### src/rtl/bus_master_arbiter.sv
// bus_master_arbiter: serialises M0/M1 accesses onto the shared system bus, round-robin by default.
// Define ARB_FIXED_PRIO_EN for fixed priority (M0 always wins a tie).
module bus_master_arbiter #(
    parameter int ADDR_W = 64,
    parameter int DATA_W = 64,
    parameter int RD_LAT = 2
) (
    input  logic              clk,
    input  logic              reset_n,
    input  logic              m0_req,
    input  logic              m0_we,
    input  logic [ADDR_W-1:0] m0_addr,
    input  logic [DATA_W-1:0] m0_wdata,
    output logic              m0_gnt,
    output logic              m0_done,
    input  logic              m1_req,
    input  logic              m1_we,
    input  logic [ADDR_W-1:0] m1_addr,
    input  logic [DATA_W-1:0] m1_wdata,
    output logic              m1_gnt,
    output logic              m1_done,
    output logic [DATA_W-1:0] m_rdata,
    output logic [ADDR_W-1:0] s_addr,
    output logic [DATA_W-1:0] s_wdata,
    output logic              s_we,
    output logic              s_re,
    input  logic [DATA_W-1:0] s_rdata,
    output logic              owner,
    output logic              busy
);
    typedef enum logic [1:0] {IDLE, ISSUE, WAIT, DONE} state_t;
    localparam logic [2:0] CNT_INIT = 3'(RD_LAT - 1);

    state_t            state_q, state_d;
    logic              owner_q, owner_d;
    logic              we_q, we_d;
    logic [ADDR_W-1:0] addr_q, addr_d;
    logic [DATA_W-1:0] wdata_q, wdata_d;
    logic [DATA_W-1:0] rdata_q, rdata_d;
    logic [2:0]        cnt_q, cnt_d;
    logic              sel;

`ifdef ARB_FIXED_PRIO_EN
    assign sel = ~m0_req;
`else
    logic rr_q, rr_d;
    assign sel = (m0_req && m1_req) ? rr_q : m1_req;
`endif

    always_comb begin
        state_d = state_q;
        owner_d = owner_q;
        we_d    = we_q;
        addr_d  = addr_q;
        wdata_d = wdata_q;
        rdata_d = rdata_q;
        cnt_d   = cnt_q;
`ifndef ARB_FIXED_PRIO_EN
        rr_d    = rr_q;
`endif
        case (state_q)
            IDLE: if (m0_req || m1_req) begin
                owner_d = sel;
                we_d    = sel ? m1_we : m0_we;
                addr_d  = sel ? m1_addr : m0_addr;
                wdata_d = sel ? m1_wdata : m0_wdata;
                state_d = ISSUE;
            end
            ISSUE: begin
                cnt_d   = CNT_INIT;
                state_d = we_q ? DONE : WAIT;
            end
            WAIT: if (cnt_q == 3'd0) begin
                rdata_d = s_rdata;
                state_d = DONE;
            end else begin
                cnt_d = cnt_q - 3'd1;
            end
            DONE: begin
`ifndef ARB_FIXED_PRIO_EN
                rr_d    = ~owner_q;
`endif
                state_d = IDLE;
            end
            default: state_d = IDLE;
        endcase
    end

    always_ff @(posedge clk or negedge reset_n) begin
        if (!reset_n) begin
            state_q <= IDLE;
            owner_q <= 1'b0;
            we_q    <= 1'b0;
            addr_q  <= '0;
            wdata_q <= '0;
            rdata_q <= '0;
            cnt_q   <= 3'd0;
`ifndef ARB_FIXED_PRIO_EN
            rr_q    <= 1'b0;
`endif
        end else begin
            state_q <= state_d;
            owner_q <= owner_d;
            we_q    <= we_d;
            addr_q  <= addr_d;
            wdata_q <= wdata_d;
            rdata_q <= rdata_d;
            cnt_q   <= cnt_d;
`ifndef ARB_FIXED_PRIO_EN
            rr_q    <= rr_d;
`endif
        end
    end

    // Strobes decode straight from state so an async reset kills them in the same cycle.
    assign s_addr  = addr_q;
    assign s_wdata = wdata_q;
    assign s_we    = (state_q == ISSUE) && we_q;
    assign s_re    = ((state_q == ISSUE) && !we_q) || (state_q == WAIT);
    assign m0_gnt  = (state_q == ISSUE) && !owner_q;
    assign m1_gnt  = (state_q == ISSUE) && owner_q;
    assign m0_done = (state_q == DONE) && !owner_q;
    assign m1_done = (state_q == DONE) && owner_q;
    assign m_rdata = rdata_q;
    assign owner   = owner_q;
    assign busy    = state_q != IDLE;
endmodule

### config.mk
export PLATFORM = sky130hd
export DESIGN_NAME = bus_master_arbiter
export DESIGN_NICKNAME = d
export VERILOG_FILES = /design/src/rtl/bus_master_arbiter.sv
export SDC_FILE = /design/constraint.sdc
export NUM_CORES = 1
export LEC_CHECK = 0
export CELL_PAD_IN_SITES_DETAIL_PLACEMENT = 0
export CELL_PAD_IN_SITES_GLOBAL_PLACEMENT = 1
export CORE_AREA = 3 3 203 205
export DETAILED_ROUTE_END_ITERATION = 16
export DIE_AREA = 0 0 206 208
export GPL_TIMING_DRIVEN = 0
export PLACE_DENSITY = 0.75
export SYNTH_ARGS = -nofsm -noshare
export SYNTH_HDL_FRONTEND = slang
export SYNTH_SLANG_ARGS = --single-unit
### constraint.sdc
create_clock -name clk -period 3.05 [get_ports clk]
set_input_delay 0.7625 -clock clk [delete_from_list [all_inputs] [get_ports clk]]
set_output_delay 0.7625 -clock clk [all_outputs]
set_load 0.05 [all_outputs]
# Word-level counts from Yosys, hierarchy flattened
# Index checks and enable logic that the tools add are counted.
[word_totals]
ff_bits = 200
in_bits = 326
output_inout_bits = 200
elab_cells = 45
[classes]
n_addsub = 1
n_eq_ne = 6
n_mux = 10
bitwise_logic = 1
reduce_logical = 19
[ops]
columns = ["cell", "count"]
rows = [
  ["64-bit 2-to-1 mux", 2],
  ["2-bit case mux with 4 select lines", 1],
  ["2-bit AND reduction", 4],
  ["1-bit logical AND", 7],
  ["2-bit inequality test, second input constant", 3],
  ["3-bit case mux with 2 select lines", 1],
  ["2-bit == test, second input constant", 2],
  ["2-bit 2-to-1 mux", 2],
  ["2-bit nonzero test", 2],
  ["3-bit logical NOT", 1],
  ["1-bit 2-to-1 mux", 3],
  ["3-bit 2-to-1 mux", 1],
  ["3-bit by 1-bit subtractor with 3-bit output, second input constant", 1],
  ["2-bit by 1-bit == test with 1-bit output, second input constant", 1],
  ["1-bit logical NOT", 2],
  ["2-bit logical NOT", 1],
  ["1-bit logical OR", 2],
  ["1-bit NOT", 1],
]

# Logic depth before layout (Yosys ltp)
# Gate-level depths: netlist of the first run.
[depth]
ltp_word = 3
depth_mapped = 8

# Worst setup path before layout of the first run
# No wires, ideal clock.
[synth_path]
kind = "reg2out"
from = "register state_q[1]"
to = "output m0_gnt"
arrival_time_ns = 1.392
required_ns = 2.288
slack_ns = 0.896
path_stages_with_launch = 4
path_buffers = 0
cell_sequence = "dfrtp_1 inv_1 ha_1 nor2b_1"
[synth_via]
elab_chain_cells = 2
[synth_lines]
columns = ["element", "line_no", "source"]
rows = [
  ["start: declaration", "34", "state_t state_q, state_d;"],
  ["start signal: assignment", "102", "state_q <= state_d;"],
  ["2-bit by 1-bit == test with 1-bit output", "120", "assign m0_gnt = (state_q == ISSUE) && !owner_q;"],
  ["1-bit logical AND", "120", ""],
  ["end: declaration", "14", "output logic m0_gnt,"],
]
# No other way between the ends.

# Worst setup path in the final report of the first run
[layout_path]
from = "register state_q[1]"
to = "output m1_done"
[layout_via]
elab_chain_cells = 2
[layout_lines]
columns = ["element", "line_no", "source"]
rows = [
  ["2-bit == test", "123", "assign m1_done = (state_q == DONE) && owner_q;"],
  ["1-bit logical AND", "123", ""],
  ["end: declaration", "21", "output logic m1_done,"],
]
# No other way between the ends.

==> results of run 1 <==
[cells in the final DEF (no fill, tap or decap), types with 3 or more instances in the layout]
master and instances:
a31oi_1 129, and2_1 3, buf_2 32, buf_4 4, clkbuf_1 56, clkbuf_16 17, clkdlybuf4s50_1 518, clkinv_2 3
clkinvlp_4 3, dfrtp_1 200, dlymetal6s2s_1 3, ha_1 8, inv_1 9, mux2_2 64, nand3_1 129, nor2_1 131
o21ai_0 131
[kinds of logic after synthesis]
family                   Yosys count  share of synthesized area
adder cells (fa/ha/maj)            8                     0.0111
AO/OA/AOI/OAI                    267                      0.168
flip-flops                       200                      0.555
AND/OR/NAND/NOR                  273                      0.135
multiplexers                      65                     0.0815
buffers and inverters            102                     0.0494
[worst reg2reg max path, cell delays in order, from the launching register on]
cell	delay [ns]
dfrtp_1	0.42
inv_1	0.16
ha_1	0.23
o21a_1	0.13
buf_2	0.20
buf_4	0.26
clkbuf_1	0.60
a31oi_1	0.17
[stage by stage]
stage,cell area [um2],setup TNS (ns),util,hold slack (ns),setup WS (ns)
detailed placement,15000,0,0.377,0.482,0.0345
CTS,15500,0,0.392,0.353,0.00625
global placement,14900,-1571.55,0.377,0.472,-7.89
floorplan,9020,0,-,0.456,0.896
global route,15500,0,0.392,0.372,0.0957
finish,15500,0,0.392,0.308,0.210
[registers in the layout, indices dropped and copies added, names as in the netlist]
register and count:
m_rdata 64, s_addr 64, s_wdata 64, cnt_q 3, state_q 2, owner 1
rr_q 1, we_q 1
[repair_timing]
| action | CTS | global route |
|---|---|---|
| pin swaps | 0 | 0 |
| endpoints found under the setup margin | 2 | 3 |
| cloned | 0 | 0 |
| hold buffers | 0 | 0 |
| resized for setup | 2 | 3 |
[metal layers]
metal,share of wire,track usage,vias up
li1,-,-,4387
met1,0.39,0.213,4579
met2,0.49,0.316,388
met3,0.098,0.0670,40
met4,0.019,0.0550,4
met5,0.00049,0,-
[worst paths after layout]
kind | to | slack, ns | cells past startpoint
setup / recovery | m1_done | 0.21 | 3
setup reg to reg | s_wdata[59]$_DFFE_PN0P_ | 0.73 | 7
max in group asynchronous | s_addr[58]$_DFFE_PN0P_ | 1.66 | 2
hold reg to reg | cnt_q[0]$_DFFE_PN0P_ | 0.49 | 1
hold / removal | m_rdata[47]$_DFFE_PN0P_ | 0.31 | 1
min in group clk | cnt_q[0]$_DFFE_PN0P_ | 0.49 | 1
[final cells by class]
class	instances	area (um2)	area share
tap	525	657	0.0422
clock buffer	19	433	0.0278
buffer	93	412	0.0265
inverter	9	33.8	0.00217
timing repair buffer	525	5280	0.340
clock inverter	13	149	0.00958
sequential	200	5000	0.322
antenna	2	5.00	0.000322
multi-input combinational	613	3570	0.230
[power by group]
part           total (uW)  switching, uW  internal (uW)
combinational       11400           7510           3910
clock                2340           1120           1220
sequential           4760            745           4010
==> run summary, run 1 <==
Run status: completed
Worst Path Buf+Inv: 1
Synthesis warning total: 0
Net Count, Synth: 1249
Vias in the first global route: 9654
Placed insts: 1965
Post-CTS Setup Repair Bufs: 0
Synth area leader: dfrtp_1
Number of synthesized register bits: 200
Slew Viols, Final: 0
Longest Clk Path Bufs: 2
Reg-to-reg critical path startpoint: state_q[0]$_DFFE_PN0P_
# setup viols final: 0
Area Overhead vs Synth: 72.3%
Routability congestion estimate: 0.821
DRC: 0
CTS buffer count: 17
Largest net degree at the start of global routing: 106
Nets: 1793
CTS tree: yes
Initial antenna violation count: 4
Top cells by area, synth: dfrtp_1 55%, a31oi_1 8.9%, mux2_2 8.0%
Crit path largest cell delay: 0.84 ns
H-tree depth: 4
Clock transition at path regs: 0.07 ns
Core ar.: 39600 um2
Antenna-violating nets left: 0
FP Rows: 73
Slowest-stage cell, CP: clkdlybuf4s50_1
Final hold violations: 0
Total Routing Usage GR: 0.183
Post-synth EDFFs: 0
Unrepaired setup endpoints after global routing: no
Crit path max-delay family: buffers and inverters
First-pass GRT wire length: 59700 um
Die Area: 42800 um2
Clk Latency, worst-skew pair: 0.45 ns
Unique masters post-synth: 28
Die height: 208 um
Remaining Overflow, GRT: 0
Drt wl/cell: 20.5 um
Clock Tree Root: clkbuf_16
Pleak: 0.00607 uW
Crit Path Category: reg2out
Most frequent cell after synthesis: dfrtp_1
# clock sinks: 200
Worst Clk Skew: 0.0111 ns
Avg Vias per Cell: 4.70
Port Buffers: 524
Slew margin rel.: 0.461
Avg Inst Size Synth: 9.86 um2
Total Power: 18500 uW
Crit-path cells: ha_1, and2_1, clkdlybuf4s50_1
Starting Density: 0.228
Tightest Pin Transition: 0.809 ns
Iter 0 DRT Violations: 497
WL final: 40900 um
P per Cell Area: 1190 nW/um2
First-pass DRT Iterations: 5
Horiz. Die Dim: 206 um
Synth Instances: 915
Share of async-settable or async-resettable flops after synthesis: 1.00
Share of layout cells above drive strength 1: 0.0917
I/O Pins: 526
Tightest Hold Check Type: in2async
Top cell type's share of synthesized area: 0.555
Crit share post-route: 0.931
Worst endpoint required time: 2.29 ns
Critical Path AT: 2.08 ns
Fin cells: 1999
VDD IR-drop max: 0.406 mV
Critical path capture point type: primary output
Critical path origin: state_q[1]$_DFFE_PN0P_
Final Critical Period: 2.84 ns
Seq/Total Area, Yosys: 0.555
DP HPWL: 31600 um
Max_cap viols: 0
Leading register cell type out of synthesis: dfrtp_1
Vias: 9398
Worst Setup Start Kind: flop
Cell Area, Synth: 9020 um2
Synth cell count leaders: 200 x dfrtp_1, 131 x nor2_1, 131 x o21ai_0, 129 x a31oi_1, 129 x nand3_1
Fmax: 0.352 GHz
Crit-path max FO: 5
Fillers: 4010
Power figures use the tool's default switching activity.
==> run 2: changes to the inputs <==
--- a/config.mk
+++ b/config.mk
@@ -11,6 +11,7 @@
 export DETAILED_ROUTE_END_ITERATION = 16
 export DIE_AREA = 0 0 206 208
 export GPL_TIMING_DRIVEN = 0
+export HOLD_SLACK_MARGIN = 0.12
 export PLACE_DENSITY = 0.75
 export SYNTH_ARGS = -nofsm -noshare
 export SYNTH_HDL_FRONTEND = slang
==> results of run 2 <==
The final DEF is identical to that of run 1; final timing and power are the same.
